## src/rtl/elevator_pkg.sv

```systemverilog
// Shared types and timing defaults for the elevator motion controller and the move-clock generator.
// Optional idle auto-return feature is enabled by defining ELEV_IDLE_RETURN_EN.
package elevator_pkg;

  typedef enum logic [1:0] {
    ST_IDLE = 2'd0,
    ST_MOVE = 2'd1,
    ST_DOOR = 2'd2
  } state_t;

  localparam int DEF_NUM_FLOORS      = 3;
  localparam int DEF_TICKS_PER_FLOOR = 4;
  localparam int DEF_DOOR_CYCLES     = 50;
  localparam int DEF_IDLE_CYCLES     = 200;

  // Width needed to hold 0..n-1, never narrower than one bit.
  function automatic int floor_w(input int n);
    return (n > 1) ? $clog2(n) : 1;
  endfunction

  localparam int FLOOR_W = floor_w(DEF_NUM_FLOORS);

endpackage

```

## src/rtl/elevator_door_timer.sv

```systemverilog
// Load/reload/done counter: counts 0..LIMIT-1 while not loaded and holds at LIMIT-1 with done high.
// Used for the door dwell and for the idle auto-return timer.
module elevator_door_timer
  import elevator_pkg::*;
#(
  parameter int LIMIT = DEF_DOOR_CYCLES
) (
  input  logic clk,
  input  logic rst_n,
  input  logic load,
  input  logic en,
  output logic done
);

  localparam int W = floor_w(LIMIT);

  logic [W-1:0] cnt;

  always_ff @(posedge clk or negedge rst_n) begin
    if (!rst_n) begin
      cnt <= '0;
    end else if (load) begin
      cnt <= '0;
    end else if (en && !done) begin
      cnt <= cnt + 1'b1;
    end
  end

  assign done = (cnt == W'(LIMIT - 1));

endmodule

```

## src/rtl/elevator_motion_ctrl.sv

```systemverilog
// Elevator car controller: tracks floor from move_clk ticks, latches calls, runs travel and door sequencing.
// Define ELEV_IDLE_RETURN_EN to send a parked car back to floor 0 after IDLE_CYCLES without calls.
module elevator_motion_ctrl
  import elevator_pkg::*;
#(
  parameter int NUM_FLOORS      = DEF_NUM_FLOORS,
  parameter int TICKS_PER_FLOOR = DEF_TICKS_PER_FLOOR,
  parameter int DOOR_CYCLES     = DEF_DOOR_CYCLES,
  parameter int IDLE_CYCLES     = DEF_IDLE_CYCLES
) (
  input  logic                           clk,
  input  logic                           rst_n,
  input  logic                           move_clk,
  input  logic [NUM_FLOORS-1:0]          call_req,
  input  logic                           sos_mode,
  input  logic                           weight_limit_exceeded,
  output logic [NUM_FLOORS-1:0]          call_led,
  output logic                           move_handler,
  output logic                           dir_up,
  output logic [floor_w(NUM_FLOORS)-1:0] cur_floor,
  output logic                           door_open,
  output logic                           arrived
);

  localparam int FW = floor_w(NUM_FLOORS);
  localparam int TW = floor_w(TICKS_PER_FLOOR);
  localparam logic [FW-1:0] TOP_FLOOR = FW'(NUM_FLOORS - 1);
  localparam logic [TW-1:0] LAST_TICK = TW'(TICKS_PER_FLOOR - 1);

  state_t                  state, state_nxt;
  logic [FW-1:0]           floor_nxt, floor_step;
  logic                    dir_nxt;
  logic [TW-1:0]           tick_cnt, tick_nxt;
  logic [NUM_FLOORS-1:0]   led_nxt, led_set, led_clr, pending, idle_ret, cur_mask;
  logic                    arrived_nxt;
  logic                    move_clk_q, tick;
  logic                    calls_above, calls_below;
  logic                    door_reload, door_load, door_done;

  assign pending  = call_led | call_req;
  assign cur_mask = NUM_FLOORS'(1) << cur_floor;

  always_ff @(posedge clk or negedge rst_n) begin
    if (!rst_n) begin
      move_clk_q <= 1'b0;
      tick       <= 1'b0;
    end else begin
      move_clk_q <= move_clk;
      tick       <= move_clk & ~move_clk_q;
    end
  end

  always_comb begin
    calls_above = 1'b0;
    calls_below = 1'b0;
    for (int i = 0; i < NUM_FLOORS; i++) begin
      if (i > int'(cur_floor)) calls_above = calls_above | call_led[i];
      if (i < int'(cur_floor)) calls_below = calls_below | call_led[i];
    end
  end

  // Saturates at the shaft ends so the floor index can never leave range.
  always_comb begin
    floor_step = cur_floor;
    if (dir_up && cur_floor != TOP_FLOOR) begin
      floor_step = cur_floor + 1'b1;
    end else if (!dir_up && cur_floor != '0) begin
      floor_step = cur_floor - 1'b1;
    end
  end

  always_comb begin
    state_nxt   = state;
    floor_nxt   = cur_floor;
    dir_nxt     = dir_up;
    tick_nxt    = tick_cnt;
    arrived_nxt = 1'b0;
    led_set     = call_req;
    led_clr     = '0;
    door_reload = 1'b0;
    case (state)
      ST_IDLE: begin
        if (call_led[cur_floor]) begin
          led_clr     = cur_mask;
          arrived_nxt = 1'b1;
          state_nxt   = ST_DOOR;
        end else if ((|call_led) && !sos_mode && !weight_limit_exceeded) begin
          dir_nxt   = dir_up ? calls_above : !calls_below;
          state_nxt = ST_MOVE;
        end
      end
      ST_MOVE: begin
        // Emergency hold freezes position but keeps the motor request asserted.
        if (tick && !sos_mode) begin
          if (tick_cnt == LAST_TICK) begin
            tick_nxt  = '0;
            floor_nxt = floor_step;
            if (pending[floor_step]) begin
              led_clr     = NUM_FLOORS'(1) << floor_step;
              arrived_nxt = 1'b1;
              state_nxt   = ST_DOOR;
            end
          end else begin
            tick_nxt = tick_cnt + 1'b1;
          end
        end
      end
      ST_DOOR: begin
        door_reload = call_req[cur_floor] | weight_limit_exceeded;
        led_set     = call_req & ~cur_mask;
        if (!door_reload && door_done) state_nxt = ST_IDLE;
      end
      default: state_nxt = ST_IDLE;
    endcase
    if (floor_nxt == '0) begin
      dir_nxt = 1'b1;
    end else if (floor_nxt == TOP_FLOOR) begin
      dir_nxt = 1'b0;
    end
    led_nxt = (call_led | led_set | idle_ret) & ~led_clr;
  end

  always_ff @(posedge clk or negedge rst_n) begin
    if (!rst_n) begin
      state     <= ST_IDLE;
      cur_floor <= '0;
      dir_up    <= 1'b1;
      tick_cnt  <= '0;
      call_led  <= '0;
      arrived   <= 1'b0;
    end else begin
      state     <= state_nxt;
      cur_floor <= floor_nxt;
      dir_up    <= dir_nxt;
      tick_cnt  <= tick_nxt;
      call_led  <= led_nxt;
      arrived   <= arrived_nxt;
    end
  end

  assign door_load = (state != ST_DOOR) || door_reload;

  elevator_door_timer #(.LIMIT(DOOR_CYCLES)) u_door_timer (
    .clk   (clk),
    .rst_n (rst_n),
    .load  (door_load),
    .en    (1'b1),
    .done  (door_done)
  );

`ifdef ELEV_IDLE_RETURN_EN
  logic idle_load, idle_done;

  // Any pending call, leaving IDLE, or already being on the ground floor restarts the wait.
  assign idle_load = (state != ST_IDLE) || (|pending) || (cur_floor == '0);

  elevator_door_timer #(.LIMIT(IDLE_CYCLES)) u_idle_timer (
    .clk   (clk),
    .rst_n (rst_n),
    .load  (idle_load),
    .en    (1'b1),
    .done  (idle_done)
  );

  assign idle_ret = NUM_FLOORS'(idle_done && !idle_load);
`else
  logic unused_idle_cfg;
  assign unused_idle_cfg = (IDLE_CYCLES > 0);
  assign idle_ret        = '0;
`endif

  assign move_handler = (state == ST_MOVE);
  assign door_open    = (state == ST_DOOR);

endmodule

```

## config.mk

```make
export PLATFORM = sky130hd
export DESIGN_NAME = elevator_motion_ctrl
export DESIGN_NICKNAME = d
export VERILOG_FILES = /design/src/rtl/elevator_pkg.sv /design/src/rtl/elevator_door_timer.sv /design/src/rtl/elevator_motion_ctrl.sv
export SDC_FILE = /design/constraint.sdc
export NUM_CORES = 1
export LEC_CHECK = 0
export CAP_MARGIN = 20
export CORE_MARGIN = 1.5
export CORE_UTILIZATION = 53
export DETAILED_ROUTE_END_ITERATION = 16
export GPL_ROUTABILITY_DRIVEN = 0
export GPL_TIMING_DRIVEN = 0
export PLACE_DENSITY = 0.78
export SETUP_SLACK_MARGIN = 0.3
export SKIP_CTS_REPAIR_TIMING = 1
export SYNTH_ARGS = -nofsm -noshare
export SYNTH_HDL_FRONTEND = slang
export SYNTH_SLANG_ARGS = --single-unit
```

## constraint.sdc

```tcl
create_clock -name clk -period 3.3 [get_ports clk]
set_clock_uncertainty 0.15 [all_clocks]
set_input_delay 0.33 -clock clk [delete_from_list [all_inputs] [get_ports clk]]
set_output_delay 0.33 -clock clk [all_outputs]
set_load 0.01 [all_outputs]
```

=== After elaboration in Yosys (flattened, before gate mapping) ===
Cells that the tools add are included.

* Memories: 0
* Output and inout port bits: 9
* ROM bits: 0
* Bits in registers: 19
* Latch bits: 0
* Bits of input ports: 8
* Logic and storage cells: 113
* Bits in writable memories: 0

* $add $sub $neg: 4
* Shifts and indexed selects: 2
* $lt $le $gt $ge: 7
* Multiply operators: 0
* Reduce and logical (&&, ||, !) cells: 21
* Div/mod/pow operators: 0
* Eq/ne operators: 14
* Mux-type cells: 44
* Bitwise logic cells: 12

{| class="wikitable"
|+ Operator list
! kind !! count
|-
| two-way mux 2 bit || 12
|-
| two-way mux 1 bit || 19
|-
| two-way mux 3 bit || 5
|-
| two-way mux 6 bit || 2
|-
| != test 2 x 1 -> 1 bit, second input constant || 4
|-
| adder 6 x 1 -> 6 bit, second input constant || 1
|-
| bitwise AND 3 bit || 2
|-
| binary-select mux 1 bit (select 2 bit) || 3
|-
| equality test 2 bit, second input constant || 3
|-
| equality test 6 bit, second input constant || 1
|-
| logical AND 1 bit || 6
|-
| less-than comparator 2 x 3 -> 1 bit, second input constant || 2
|-
| != test 2 bit, second input constant || 3
|-
| inverter 3 bit || 2
|-
| OR 3 bit || 2
|-
| case mux 2 bit (3 select lines) || 1
|-
| case mux 3 bit (2 select lines) || 1
|-
| nonzero test 3 bit || 2
|-
| left shift 1 x 2 -> 3 bit, first input constant || 2
|-
| logical NOT 1 bit || 5
|-
| AND reduction 5 bit || 1
|-
| adder 2 x 1 -> 2 bit, second input constant || 2
|-
| logical NOT 2 bit || 2
|-
| less-than comparator 1 x 2 -> 1 bit, first input constant || 2
|-
| 16 further kinds || 19
|}

=== Logic depth before layout (Yosys ltp) ===
Gate-level depths: netlist of run 1.

* Depth after elaboration: 13
* Mapped depth: 8
* Depth with buffers taken out: 7

=== By module ===
Synthesis of run 1 repeated with hierarchy kept, for this count alone.

* Cell total of the unflattened synthesis: 131
* Area total of the unflattened synthesis: 1260.0 µm²

{| class="wikitable"
|+ By module, submodules not included
! module !! area each (µm²) !! cells each !! instances
|-
| elevator_motion_ctrl || 905.9 || 94 || 1
|-
| elevator_door_timer || 354.1 || 37 || 1
|}

=== Least setup slack after synthesis of run 1 ===
OpenSTA, ideal clock, no wires.

* Kind: reg-to-reg
* From: register cur_floor[0]
* To: register state[0]
* Path buffers: 1
* Arrival: 2.094 ns
* Required time: 3.030 ns
* Period minus slack after synthesis: 2.364 ns
* Setup slack: 0.936 ns
* Cell stages (with the launch flop): 9
* Cells stage by stage: dfrtp_1 > clkbuf_1 > inv_1 > ha_1 > nor2b_1 > a211oi_1 > nor4_1 > nand4bb_1 > a31o_2

* Longest elaborated chain between the ends: 8
* Elaborated cells between the ends (all ways): 23

{| class="wikitable"
|+ Ends and longest elaborated chain
! item !! line !! RTL
|-
| from (decl) || elevator_motion_ctrl.sv:20 || <nowiki>output logic [floor_w(NUM_FLOORS)-1:0] cur_floor,</nowiki>
|-
| from (signal assigned) || elevator_motion_ctrl.sv:133 || <nowiki>cur_floor <= floor_nxt;</nowiki>
|-
| parallel branches: the longest is 8 deep, another holds subtractor 2 x 1 -> 2 bit || - ||
|-
| to (signal assigned) || elevator_motion_ctrl.sv:132 || <nowiki>state <= state_nxt;</nowiki>
|-
| to (decl) || elevator_motion_ctrl.sv:30 || <nowiki>state_t state, state_nxt;</nowiki>
|}

Several ways; the timed one is not identified. The select of a mux whose other input is x is not followed.
A chain may end at the register's enable or synchronous reset.

=== Final worst setup path of run 1 ===
Same ends and word-level chain as after synthesis.

==> run metrics, run 1 <==
Root Driver clkbuf_4; Crit-path slowest cell a211oi_1; setup ws final 0.591 ns; Hold Path Sink tick; ANT cells 0; pin count of the biggest net entering global routing 20; Max VDD drop between 0.3 and 0.4 mV; die area about 0.0025 sq mm; Cell Rows 16; Routed WL per cell ~14 microns; RSZ-0062 raised after global routing false; dominant cells by area after synthesis dfrtp_1 39%, ha_1 8.6%, nor2_1 5.2%; initial antenna violation count 0; CTS H-tree lvls 1; via count ~970; CP top delay family compound AO/OA/AOI/OAI gates; layout cells sized above 1 0.0870; area leader, netlist dfrtp_1; Unique masters post-synth 42; synth warn 0; Worst setup EP type register; crit-path max cell delay between 0.4 and 0.5 ns; storage element area about 480 sq um; status finished clean; worst hold path class reg2reg; vias in the first global route 960; Final Setup Violations 0; gr usage total 0.216; Period minus WS final between 2 and 3 ns; Mapped Nets around 130; WP data required approximately 3.4 ns; Pwr Density 491 mW/mm^2; Num CTS Buffers 3; Core ar. 0.00200 sq mm; worst r2r path cells 8; FILL cells around 170; EDFF count, synth 0; Post-DRT Antenna Nets 0; slew margin rel. 0.461; TritonCTS sink count 19; Worst Tran Pin Value approximately 0.8 ns; DR DRC count 0; first-pass GRT wire length between 4000 and 5000 microns; Netlist Area Pre-Place about 0.0012 sq mm; Max Slew Vio Count 0; fin area ~0.0014 sq mm; hold depth 1; r2r setup slk between 0.5 and 0.6 ns; post-synthesis sequential area ratio 0.411; Startpoint Class register; Fin. Hold Viols 0; reg2reg end state[0]; drt pass-1 iters 4; CP max FO 9; final setup TNS 0 ns; vias per std cell between 5 and 6; final wirelength 2340 microns; WP data arrival roughly 2.8 ns; crit path buf inv count 2; layout net count 155; Initial Util 0.579; # IOs 17; CP Cell Sequence clkbuf_1 -> inv_1 -> ha_1 -> nor2b_1 -> a211oi_1 -> nor4_1 -> nand4bb_1 -> a31o_2; Yosys reg bits 19; detailed router's first-iteration violation count 22; Reg clk slew, reported paths ~0.10 ns; Hold Path Origin move_clk_q; gr ovfl total 0; hpwl dp 1860 microns; area share of the largest cell type after synthesis 0.389; max-cap violation count 0; clock insertion delay at the later pin of the skew report 0.30 ns; post-synthesis cell count between 100 and 150; Synth top cells by count 18 x dfrtp_1, 16 x nor2_1, 8 x ha_1, 7 x nand2_1, 6 x inv_1; dpl ws around 0.63 ns; top-count cell post-synth dfrtp_1; worst reg2reg startpoint cur_floor[0]; Area after DPL ~0.0014 sq mm; Pleak 0.596 nW; Crit Path Category reg2reg; crit share post-route 0.821; Top FF cell, synth dfrtp_1; Async SR Flop Fraction 1.00; Die Wd 49.8 microns; Syn-to-layout area delta 19.0%; footprint of the multi-input gates 636 sq um; post-synthesis average cell area approximately 9.8 sq um; f_max around 370 MHz; CTS max path bufs 2; # port buffers 16; CTS tree built; Die Y 49.8 microns
[metal layers]
| layer | part of all wire | track usage | up-vias |
|---|---|---|---|
| li1 | - | - | 465 |
| met1 | 0.47 | 0.268 | 471 |
| met2 | 0.47 | 0.380 | 27 |
| met3 | 0.048 | 0.0545 | 4 |
| met4 | 0.0099 | 0.0417 | 0 |
| met5 | 0 | 0 | - |
[state kept, by name, summed over array words and instances (netlist names)]
| register | count |
|---|---|
| tick_cnt | 2 |
| cur_floor | 2 |
| state | 2 |
| call_led | 3 |
| move_clk_q | 1 |
| arrived | 1 |
| dir_up | 1 |
| u_door_timer.cnt | 6 |
| tick | 1 |
[placed cells by master, fill, tap and decap left out, types with 2 or more instances in the layout]
cell type	netlist	routed
xor2_1	3	3
dfrtp_1	18	18
a221oi_1	2	2
xnor2_1	3	3
nand3_1	2	2
a211oi_1	4	4
clkbuf_4	0	3
nor2b_1	4	4
a32oi_1	2	2
a31oi_1	3	3
clkdlybuf4s50_1	0	16
mux2_2	3	3
nor3_1	3	3
clkbuf_1	2	3
ha_1	8	8
nand2_1	7	7
a21oi_1	2	2
nand3b_1	2	2
nor2_1	16	16
inv_1	6	6
o21ai_0	2	2
nor3b_1	2	2
mux2i_1	3	3
[worst max path at each step]
stage / from / endpoint / slack, ns / cells past startpoint
after floorplan: cur_floor[0] / state[0] / 0.94 / 8
after global placement: cur_floor[0] / state[0] / 0.71 / 8
after detailed placement: cur_floor[0] / state[0] / 0.63 / 8
after CTS: cur_floor[0] / state[0] / 0.61 / 8
after global routing: cur_floor[0] / state[0] / 0.40 / 8
final: cur_floor[0] / state[0] / 0.59 / 8
[report_power, final]
group | internal, W | switching, W | total [W]
logic | 0.000135 | 0.000115 | 0.000250
registers | 0.000272 | 0.0000396 | 0.000311
clock network | 0.0000472 | 0.0000676 | 0.000115
[through the flow]
stage               total power [W]  utilization  hold slack, ns  instances
floorplan                  0.000467            -          -0.116        118
global placement           0.000555        0.676           0.241        161
detailed placement         0.000569        0.676           0.264        161
CTS                        0.000681        0.689           0.277        165
global route               0.000720        0.689           0.285        165
finish                     0.000676        0.689           0.274        165
[final cells by class]
class | instances | area share
multi-input combinational | 89 | 0.461
sequential | 19 | 0.346
timing repair buffer | 16 | 0.116
tap | 27 | 0.0245
clock buffer | 4 | 0.0191
buffer | 4 | 0.0172
inverter | 6 | 0.0163
[logic make-up (layout without fill, tap and decap cells)]
family | after synthesis | count (layout) | synth area share
fa+ha+maj | 8 | 8 | 0.0864
flops | 19 | 19 | 0.411
buf+inv | 10 | 30 | 0.0400
mux | 6 | 6 | 0.0551
simple gates | 44 | 44 | 0.200
compound gates | 25 | 25 | 0.162
xor+xnor | 6 | 6 | 0.0454
(Power assumes the default switching activity.)
==> inputs of run 2 (changes only) <==
clock period = 2.79 ns   (was 3.3 ns; I/O delays follow)
==> run 2 against run 1 <==
Net effect: cell count unchanged; power is 19% higher; core utilization increased by 0.69 points; setup slack got worse by 0.14 ns; wire length is 0.17% higher; worst hold slack did not move; largest power group unchanged; critical endpoint unchanged; sequential share of layout area is 0.34 points lower; cell area rose by 1.0%; largest cell class unchanged; count of clock-buffer cells in the layout did not move; register-to-register slack got worse by 0.14 ns; flip-flop and latch count did not move; combinational power rose by 20%.
==> run metrics, run 2 (same netlist as run 1, synthesis figures left out) <==
status finished clean; final setup TNS 0 ns; CTS H-tree lvls 1; detailed router's first-iteration violation count 18; layout net count between 150 and 200; via count slightly below 1000; Startpoint Class register; final wirelength approximately 2300 microns; largest registers u_door_timer.cnt: 6 flops, call_led: 3 flops; gr usage total 0.216; crit share post-route 0.838; Post-DRT Antenna Nets 0; fin area ~0.0014 sq mm; Core ar. 0.00200 sq mm; Num CTS Buffers 3; pin count of the biggest net entering global routing 20; Reg with most FFs u_door_timer.cnt; die area 0.00248 sq mm; WP data required between 2 and 3 ns; Final Setup Violations 0; worst hold path class reg2reg; Fin. Hold Viols 0; worst reg2reg startpoint cur_floor[1]; Hold Path Origin move_clk_q; Root Driver clkbuf_4; hold depth 1; Die Y ~50 microns; max-cap violation count 0; FILL cells 163; most common cell after layout, fill and taps aside dfrtp_1; CP Cell Sequence buf_2 -> inv_1 -> ha_1 -> nor2_1 -> a211oi_2 -> nor4_1 -> nand4bb_1 -> a31o_2; initial antenna violation count 0; RSZ-0062 raised after global routing false; Die Wd 49.8 microns; CTS max path bufs 2; worst r2r path cells 8; Initial Util 0.579; Max VDD drop roughly 0.43 mV; clock insertion delay at the later pin of the skew report around 0.30 ns; CP max FO 8; drt pass-1 iters 4; r2r setup slk around 0.45 ns; Pleak 0.602 nW; Pwr Density around 580 mW/mm^2; reg2reg end state[0]; Syn-to-layout area delta 20.2%; Cell Rows 16; max reg flops 6; TritonCTS sink count 19; most frequent cells in the layout 18 x dfrtp_1, 16 x nor2_1, 16 x clkdlybuf4s50_1; Worst Tran Pin Value slightly above 0.8 ns; CTS tree built; Routed WL per cell between 10 and 15 microns; DR DRC count 0; WHS between 0.2 and 0.3 ns; Max Slew Vio Count 0; slew margin rel. 0.462; ANT cells 0; Period minus WS final between 2 and 2.5 ns; crit-path max cell delay roughly 0.40 ns; Worst setup EP type register; Area after DPL roughly 0.0014 sq mm; hpwl dp approximately 1900 microns; Hold Path Sink tick; Reg clk slew, reported paths around 0.10 ns; vias in the first global route 960; # IOs 17; first-pass GRT wire length approximately 4100 microns; gr ovfl total 0; WP data arrival between 2 and 2.5 ns; # port buffers 16; Crit Path Category reg2reg; utilization after layout 0.696; layout cells sized above 1 0.116; Crit-path slowest cell dfrtp_1; dpl ws 0.121 ns; f_max approximately 430 MHz; vias per std cell a little under 6; setup ws final approximately 0.45 ns
-- run 2: worst max-delay path: cells and delay by family, from the launching register on --
family                     cells  cell delay [ns]
buffers and inverters          2             0.37
adders and majority gates      1             0.37
DFF                            1             0.40
and+or+nand+nor                3             0.40
AOI/OAI and AO/OA              2             0.56
-- run 2: metrics by stage --
step | total power, W | std cells
2_1_floorplan | 0.000553 | 118
3_3_place_gp | 0.000657 | 161
3_5_place_dp | 0.000673 | 161
4_1_cts | 0.000805 | 165
5_1_grt | 0.000852 | 165
6_report | 0.000803 | 165
-- run 2: cell type report --
type	count	area, sq um	area share
buffer	4	25.0	0.0180
clock buffer	4	26.3	0.0189
inverter	6	22.5	0.0162
multi-input combinational	89	648	0.465
tap	27	33.8	0.0243
sequential	19	477	0.342
timing repair buffer	16	160	0.115
-- run 2: worst max path at each step --
| stage | slack, ns | start | end | cells after the start |
|---|---|---|---|---|
| 2_1_floorplan | 0.43 | cur_floor[0] | state[0] | 8 |
| 3_3_place_gp | 0.20 | cur_floor[0] | state[0] | 8 |
| 3_5_place_dp | 0.12 | cur_floor[0] | state[0] | 8 |
| 4_1_cts | 0.1 | cur_floor[0] | state[0] | 8 |
| 5_1_grt | 0.32 | cur_floor[1] | state[0] | 8 |
| 6_report | 0.45 | cur_floor[1] | state[0] | 8 |
-- run 2: layer usage --
metal	wire length, microns	track usage
met5	0	0
met4	23	0.0417
met3	120	0.0545
met2	1090	0.380
met1	1100	0.268
-- run 2: report_power, final --
part	internal (W)	switching (W)	leakage, nW
Combinational	0.000160	0.000138	0.346
Clock	0.0000558	0.0000798	0.0150
Sequential	0.000321	0.0000473	0.241
Total	0.000537	0.000266	0.602
